===== src/rtl/ppu_vga_scanout.sv =====
// Frame-buffer read end and 640x480 VGA timing generator: fetches the 256x240 NES
// picture doubled to 512x480, centred, with a two-tick pipeline to the DAC outputs.
module ppu_vga_scanout #(
  parameter int unsigned CLK_DIV      = 4,
  parameter int unsigned H_ACTIVE     = 640,
  parameter int unsigned H_FP         = 16,
  parameter int unsigned H_SYNC       = 96,
  parameter int unsigned H_BP         = 48,
  parameter int unsigned V_ACTIVE     = 480,
  parameter int unsigned V_FP         = 10,
  parameter int unsigned V_SYNC       = 2,
  parameter int unsigned V_BP         = 33,
  parameter int unsigned X_OFFSET     = 64,
  parameter logic [7:0]  BORDER_INDEX = 8'h0F
) (
  input  logic       clk,
  input  logic       rst,
  output logic [8:0] fb_row,
  output logic [8:0] fb_col,
  output logic       fb_rd_en,
  input  logic [7:0] fb_data,
  output logic       vga_hsync,
  output logic       vga_vsync,
  output logic       vga_de,
  output logic [7:0] vga_pixel,
  output logic       frame_start,
  output logic       vblank,
  output logic [7:0] frame_count
);

  localparam int unsigned H_TOTAL = H_ACTIVE + H_FP + H_SYNC + H_BP;
  localparam int unsigned V_TOTAL = V_ACTIVE + V_FP + V_SYNC + V_BP;
  localparam int unsigned DIV_W   = $clog2(CLK_DIV);

  localparam logic [DIV_W-1:0] DIV_LAST = DIV_W'(CLK_DIV - 1);
  localparam logic [9:0] H_LAST = 10'(H_TOTAL - 1);
  localparam logic [9:0] V_LAST = 10'(V_TOTAL - 1);
  localparam logic [9:0] H_ACT  = 10'(H_ACTIVE);
  localparam logic [9:0] V_ACT  = 10'(V_ACTIVE);
  localparam logic [9:0] HS_BEG = 10'(H_ACTIVE + H_FP);
  localparam logic [9:0] HS_END = 10'(H_ACTIVE + H_FP + H_SYNC);
  localparam logic [9:0] VS_BEG = 10'(V_ACTIVE + V_FP);
  localparam logic [9:0] VS_END = 10'(V_ACTIVE + V_FP + V_SYNC);
  localparam logic [9:0] X_OFF  = 10'(X_OFFSET);
  localparam logic [9:0] PIC_W  = 10'd512;

  logic [DIV_W-1:0] div_q, div_d;
  logic [9:0]       h_q, h_d, v_q, v_d;
  logic             tick, h_wrap, v_wrap;
  logic [9:0]       h_off;
  logic             active, pic, hs, vs;

  logic             active_p1_q, pic_p1_q, hs_p1_q, vs_p1_q;
  logic [8:0]       fb_row_q, fb_col_q;
  logic             fb_rd_en_q;

  logic             hsync_p2_q, vsync_p2_q, de_p2_q;
  logic [7:0]       pixel_p2_q;

  logic             frame_start_q, vblank_q;
  logic [7:0]       frame_count_q;

  function automatic logic [7:0] pick_pixel(input logic pic1, input logic active1,
                                            input logic [7:0] data);
    if (pic1)         return data;
    else if (active1) return BORDER_INDEX;
    else              return 8'h00;
  endfunction

  assign tick   = (div_q == DIV_LAST);
  assign h_wrap = (h_q == H_LAST);
  assign v_wrap = (v_q == V_LAST);

  always_comb begin
    div_d = tick ? '0 : div_q + 1'b1;
    h_d   = h_q;
    v_d   = v_q;
    if (tick) begin
      if (h_wrap) begin
        h_d = '0;
        v_d = v_wrap ? '0 : v_q + 10'd1;
      end else begin
        h_d = h_q + 10'd1;
      end
    end
  end

  // Columns left of X_OFFSET wrap to large values, so one compare bounds the picture.
  assign h_off  = h_q - X_OFF;
  assign active = (h_q < H_ACT) && (v_q < V_ACT);
  assign pic    = active && (h_off < PIC_W);
  assign hs     = (h_q >= HS_BEG) && (h_q < HS_END);
  assign vs     = (v_q >= VS_BEG) && (v_q < VS_END);

  always_ff @(posedge clk) begin
    if (rst) begin
      div_q         <= '0;
      h_q           <= '0;
      v_q           <= '0;
      frame_start_q <= 1'b0;
      frame_count_q <= 8'd0;
      vblank_q      <= 1'b0;
    end else begin
      div_q         <= div_d;
      h_q           <= h_d;
      v_q           <= v_d;
      frame_start_q <= tick && h_wrap && v_wrap;
      if (tick) begin
        vblank_q <= (v_q >= V_ACT);
        if (h_wrap && v_wrap) frame_count_q <= frame_count_q + 8'd1;
      end
    end
  end

  // Stage 1: frame-buffer address and read strobe, region flags
  always_ff @(posedge clk) begin
    if (rst) begin
      active_p1_q <= 1'b0;
      pic_p1_q    <= 1'b0;
      hs_p1_q     <= 1'b0;
      vs_p1_q     <= 1'b0;
      fb_row_q    <= '0;
      fb_col_q    <= '0;
      fb_rd_en_q  <= 1'b0;
    end else begin
      fb_rd_en_q <= tick && pic;
      if (tick) begin
        active_p1_q <= active;
        pic_p1_q    <= pic;
        hs_p1_q     <= hs;
        vs_p1_q     <= vs;
        if (pic) begin
          fb_col_q <= h_off[9:1];
          fb_row_q <= v_q[9:1];
        end
      end
    end
  end

  // Stage 2: sync, data-enable and pixel toward the DAC
  always_ff @(posedge clk) begin
    if (rst) begin
      hsync_p2_q <= 1'b1;
      vsync_p2_q <= 1'b1;
      de_p2_q    <= 1'b0;
      pixel_p2_q <= 8'h00;
    end else if (tick) begin
      hsync_p2_q <= ~hs_p1_q;
      vsync_p2_q <= ~vs_p1_q;
      de_p2_q    <= active_p1_q;
      pixel_p2_q <= pick_pixel(pic_p1_q, active_p1_q, fb_data);
    end
  end

  assign fb_row      = fb_row_q;
  assign fb_col      = fb_col_q;
  assign fb_rd_en    = fb_rd_en_q;
  assign vga_hsync   = hsync_p2_q;
  assign vga_vsync   = vsync_p2_q;
  assign vga_de      = de_p2_q;
  assign vga_pixel   = pixel_p2_q;
  assign frame_start = frame_start_q;
  assign vblank      = vblank_q;
  assign frame_count = frame_count_q;

endmodule


===== config.mk =====
export PLATFORM = sky130hd
export DESIGN_NAME = ppu_vga_scanout
export DESIGN_NICKNAME = d
export VERILOG_FILES = /design/src/rtl/ppu_vga_scanout.sv
export SDC_FILE = /design/constraint.sdc
export NUM_CORES = 1
export LEC_CHECK = 0
export CORE_MARGIN = 2
export CORE_UTILIZATION = 52
export CTS_CLUSTER_DIAMETER = 30
export CTS_CLUSTER_SIZE = 14
export DETAILED_ROUTE_END_ITERATION = 8
export GPL_ROUTABILITY_DRIVEN = 0
export PLACE_DENSITY = 0.88
export REMOVE_ABC_BUFFERS = 1
export SLEW_MARGIN = 20
export SYNTH_ARGS = -nofsm -noshare
export SYNTH_HDL_FRONTEND = slang
export SYNTH_SLANG_ARGS = --single-unit

===== constraint.sdc =====
create_clock -name clk -period 3.1 [get_ports clk]
set_input_delay 0.465 -clock clk [delete_from_list [all_inputs] [get_ports clk]]
set_output_delay 0.465 -clock clk [all_outputs]
set_load 0.01 [all_outputs]

[After elaboration in Yosys (flattened, before gate mapping)]
Cells that the tools add are included.
Storage, ports and cells
  bits in registers: 66
  input port bits: 10
  output and inout bits: 40
Cells by class
  add/subtract/negate cells: 5
  magnitude comparators: 8
  equality and inequality tests: 3
  muxes and demuxes: 4
  bitwise gates (word level): 2
  reduce and logical (&&, ||, !) cells: 12
Operators by type and width (count)
  less-than comparator 10 bit (second input constant): 3
  adder 10 x 1 -> 10 bit (second input constant): 2
  equality test 10 bit (second input constant): 2
  >= comparator 10 x 9 -> 1 bit (second input constant): 2
  less-than comparator 10 x 9 -> 1 bit (second input constant): 2
  two-way mux 10 bit: 2
  >= comparator 10 bit (second input constant): 1
  subtractor 10 x 7 -> 10 bit (second input constant): 1
  adder 8 x 1 -> 8 bit (second input constant): 1
  logical AND 1 bit: 8
  two-way mux 8 bit: 1
  AND reduction 2 bit: 3
  two-way mux 4 bit: 1
  adder 2 x 1 -> 2 bit (second input constant): 1
  equality test 2 bit (second input constant): 1
  inverter 1 bit: 2
  OR reduction 2 bit: 1

[Logic depth before layout (Yosys ltp)]
  depth after elaboration: 4
  gate-level depth with buffers: 7
  gate-level depth less buffers: 6

[Worst setup path after synthesis]
OpenSTA, ideal clock, no wires.
  path kind: flip-flop to flip-flop
  start point: register h_q[6]
  end point: register v_q[7]
  library setup time: 72 ps
  data arrival time: 2104 ps
  data required time: 3028 ps
  slack: 924 ps
  stages on the path, launching flop included: 8
  clock period less this slack: 2176 ps
  path through: dfxtp_1 inv_1 ha_1 nand4b_4 or4_1 buf_2 or4_1 a21oi_1
On the way
  word-level cells in the longest chain between the ends: 2
RTL lines
  from (decl): line 48  | logic [9:0] h_q, h_d, v_q, v_d;
  from (signal assigned): line 98  | h_q <= '0;
  from (signal assigned): line 105  | h_q <= h_d;
  equality test 10 bit: line 71  | assign h_wrap = (h_q == H_LAST);
  AND reduction 2 bit (no line)
  to (signal assigned): line 106  | v_q <= v_d;
  to (decl): line 48
No other way between the ends.
A chain may end at the register's enable or synchronous reset.

[Final worst setup path]
  start point: register h_q[6]
  end point: register v_q[0]
The elaborated chain is that of the path after synthesis.

==> run metrics <==
Data required, critical path=3.29 ns; H-tree depth reported by CTS=3; Worst Setup End Kind=flop; most frequent cells in the layout=dfxtp_1, clkdlybuf4s50_1, nor2_1; CTS Sinks=66; Netlist Area Pre-Place=0.00285 mm^2; Worst Hold Slack=0.432 ns; I/O pins=50; layout cells sized above 1=6.52%; DRC=0; Post-synth EDFFs=0; DIE AREA=0.00609 mm^2; clk_lat worst skew=0.33 ns; vias in the first global route=2227; mean number of vias per cell=5.53; dpl ws=0.643 ns; syn avg cell area=8.97 um^2; worst r2r dst=v_q[0]; Reg-to-Reg Start=h_q[6]; Worst Reg-to-Reg Cells=6; yosys warns=0; leak pwr=0.00130 uW; Row Count=26; Highest Clock Rate=404 MHz; flop-to-flop setup slack=0.62 ns; IO Port Bufs=49; antenna cells=0; CTS tree=built; CP endpoint=v_q[0]; total iterations of the first detailed-routing run=4; hold buffers post-CTS=0; core area=0.00520 mm^2; Layout Skew=0.00650 ns; Final TNS setup=0 ns; Die Y=78.1 um; post_cts resized=0; Gate Count Post-Synth=318; post-CTS setup buffer count=0; CP Max Fanout=14; clock root buffer=clkbuf_8; CP startpoint=h_q[6]; Worst VDD drop=0.000270 V; antenna violations before repair=0; pwr dens=458 mW/mm^2; Antenna Nets Post-Route=0; RSZ-0062 raised after global routing=no; sequential cell area fraction in the yosys report=46.3%; final setup fails=0; period utilization=79.9%; CTS max path bufs=2; ys async rst share=0%; Hold Crit Class=reg2reg; DR iter-0 viols=135; DP HPWL=4.15 mm; max-cap violations=0; grt total ovfl=0; Routed WL=6.01 mm; Fillers=401; Hold Fails Final Rpt=0; Final WS setup=0.622 ns; Starting Density=54.8%; gr usage total=20.7%; Inserted Clock Buffers=9; Synth cell types=35; Synth Register Bits=66; Final min period=2.48 ns; largest net degree at the start of global routing=36; type of origin of the critical path=flop; Layout area overhead=25.6%; commonest register cell after synthesis=dfxtp_1; Nets=385; vias=2420; fin. max-slew vios=0; run status=complete, no violations; Critical Path AT=2.67 ns; global-route wire length before repair=10.1 mm; die width=78.1 um; critical path class=reg2reg; worst-margin pin slew=0.734 ns; Slew HR=50.9%; Wirelength per Cell=13.7 um; CTS clock-pin slew for the worst setup and hold paths=0.07 ns; most common cell after layout, fill and taps aside=dfxtp_1
==> how the worst min path moves through the flow <==
stage / from / end / slack, ns / cells past startpoint
2_1_floorplan: div_q[0] / div_q[0] / 0.40 / 1
3_3_place_gp: div_q[0] / div_q[0] / 0.42 / 1
3_5_place_dp: div_q[0] / div_q[0] / 0.43 / 1
4_1_cts: div_q[0] / div_q[0] / 0.44 / 1
5_1_grt: div_q[0] / div_q[0] / 0.45 / 1
6_report: div_q[0] / div_q[0] / 0.43 / 1
==> flip-flops by register name, indices dropped and copies added (netlist names), 2 cells and up <==
name	count
div_q	2
fb_col	9
fb_row	9
frame_count	8
h_q	10
v_q	10
vga_pixel	8
==> cells in the mapped netlist, drive strengths merged, types with 5 or more instances <==
cell type | count | area share, %
clkbuf | 11 | 1.4
o21ai | 8 | 1.4
or3 | 5 | 1.1
nor3 | 7 | 1.2
nand3 | 15 | 2.8
o31ai | 10 | 2.6
nand2b | 10 | 2.2
ha | 10 | 4.4
mux2i | 16 | 5.6
nor2 | 41 | 5.4
buf | 8 | 1.5
nand4 | 7 | 1.5
nand2 | 17 | 2.2
or4 | 12 | 3.2
xnor2 | 10 | 3.1
a21oi | 27 | 4.7
inv | 10 | 1.3
dfxtp | 66 | 46
==> report_power, final <==
| group | switching, uW | internal [uW] |
|---|---|---|
| registers | 5.55 | 858 |
| logic | 39.0 | 35.0 |
| clock network | 300 | 404 |
| total | 345 | 1300 |
==> worst max-delay path: stages (launching register included) <==
cell      delay [ns]
dfxtp_1         0.35
inv_1           0.15
ha_1            0.27
nand4b_4        0.18
or3_1           0.60
o21bai_1        0.67
nor2_1          0.12
==> cells by family (layout without fill, tap and decap cells) <==
logic type | count (synthesis) | in the layout | share of synthesized area [%]
and+or+nand+nor | 131 | 131 | 24.4
DFF | 66 | 66 | 46.3
adders and majority gates | 10 | 10 | 4.39
AOI/OAI and AO/OA | 52 | 52 | 10.7
xor gates and xnor gates | 14 | 14 | 4.30
muxes | 16 | 16 | 5.62
buffers and inverters | 29 | 79 | 4.26
==> through the flow <==
step	cell area, um^2	std cells	utilization [%]	total power, uW
floorplan	2770	299	-	914
global placement	3390	424	65.1	953
detailed placement	3390	424	65.1	956
CTS	3580	438	68.8	1650
global route	3580	438	68.8	1700
finish	3580	438	68.8	1640
==> layer usage <==
layer  GRT usage (%)  wire [um]
met1            26.3       2730
met3            4.14        244
met2            34.1       2930
met5               0          0
met4            9.65        110
==> cell type report <==
type	count	area [um^2]	area share (%)
well taps	70	87.6	2.44
inverters	10	37.5	1.05
repair buffers	55	536	14.9
clock inverters	3	40.0	1.12
flip-flops and latches	66	1320	36.9
clock buffers	11	151	4.23
multi-input cells	223	1410	39.3
Power figures use the tool's default switching activity.
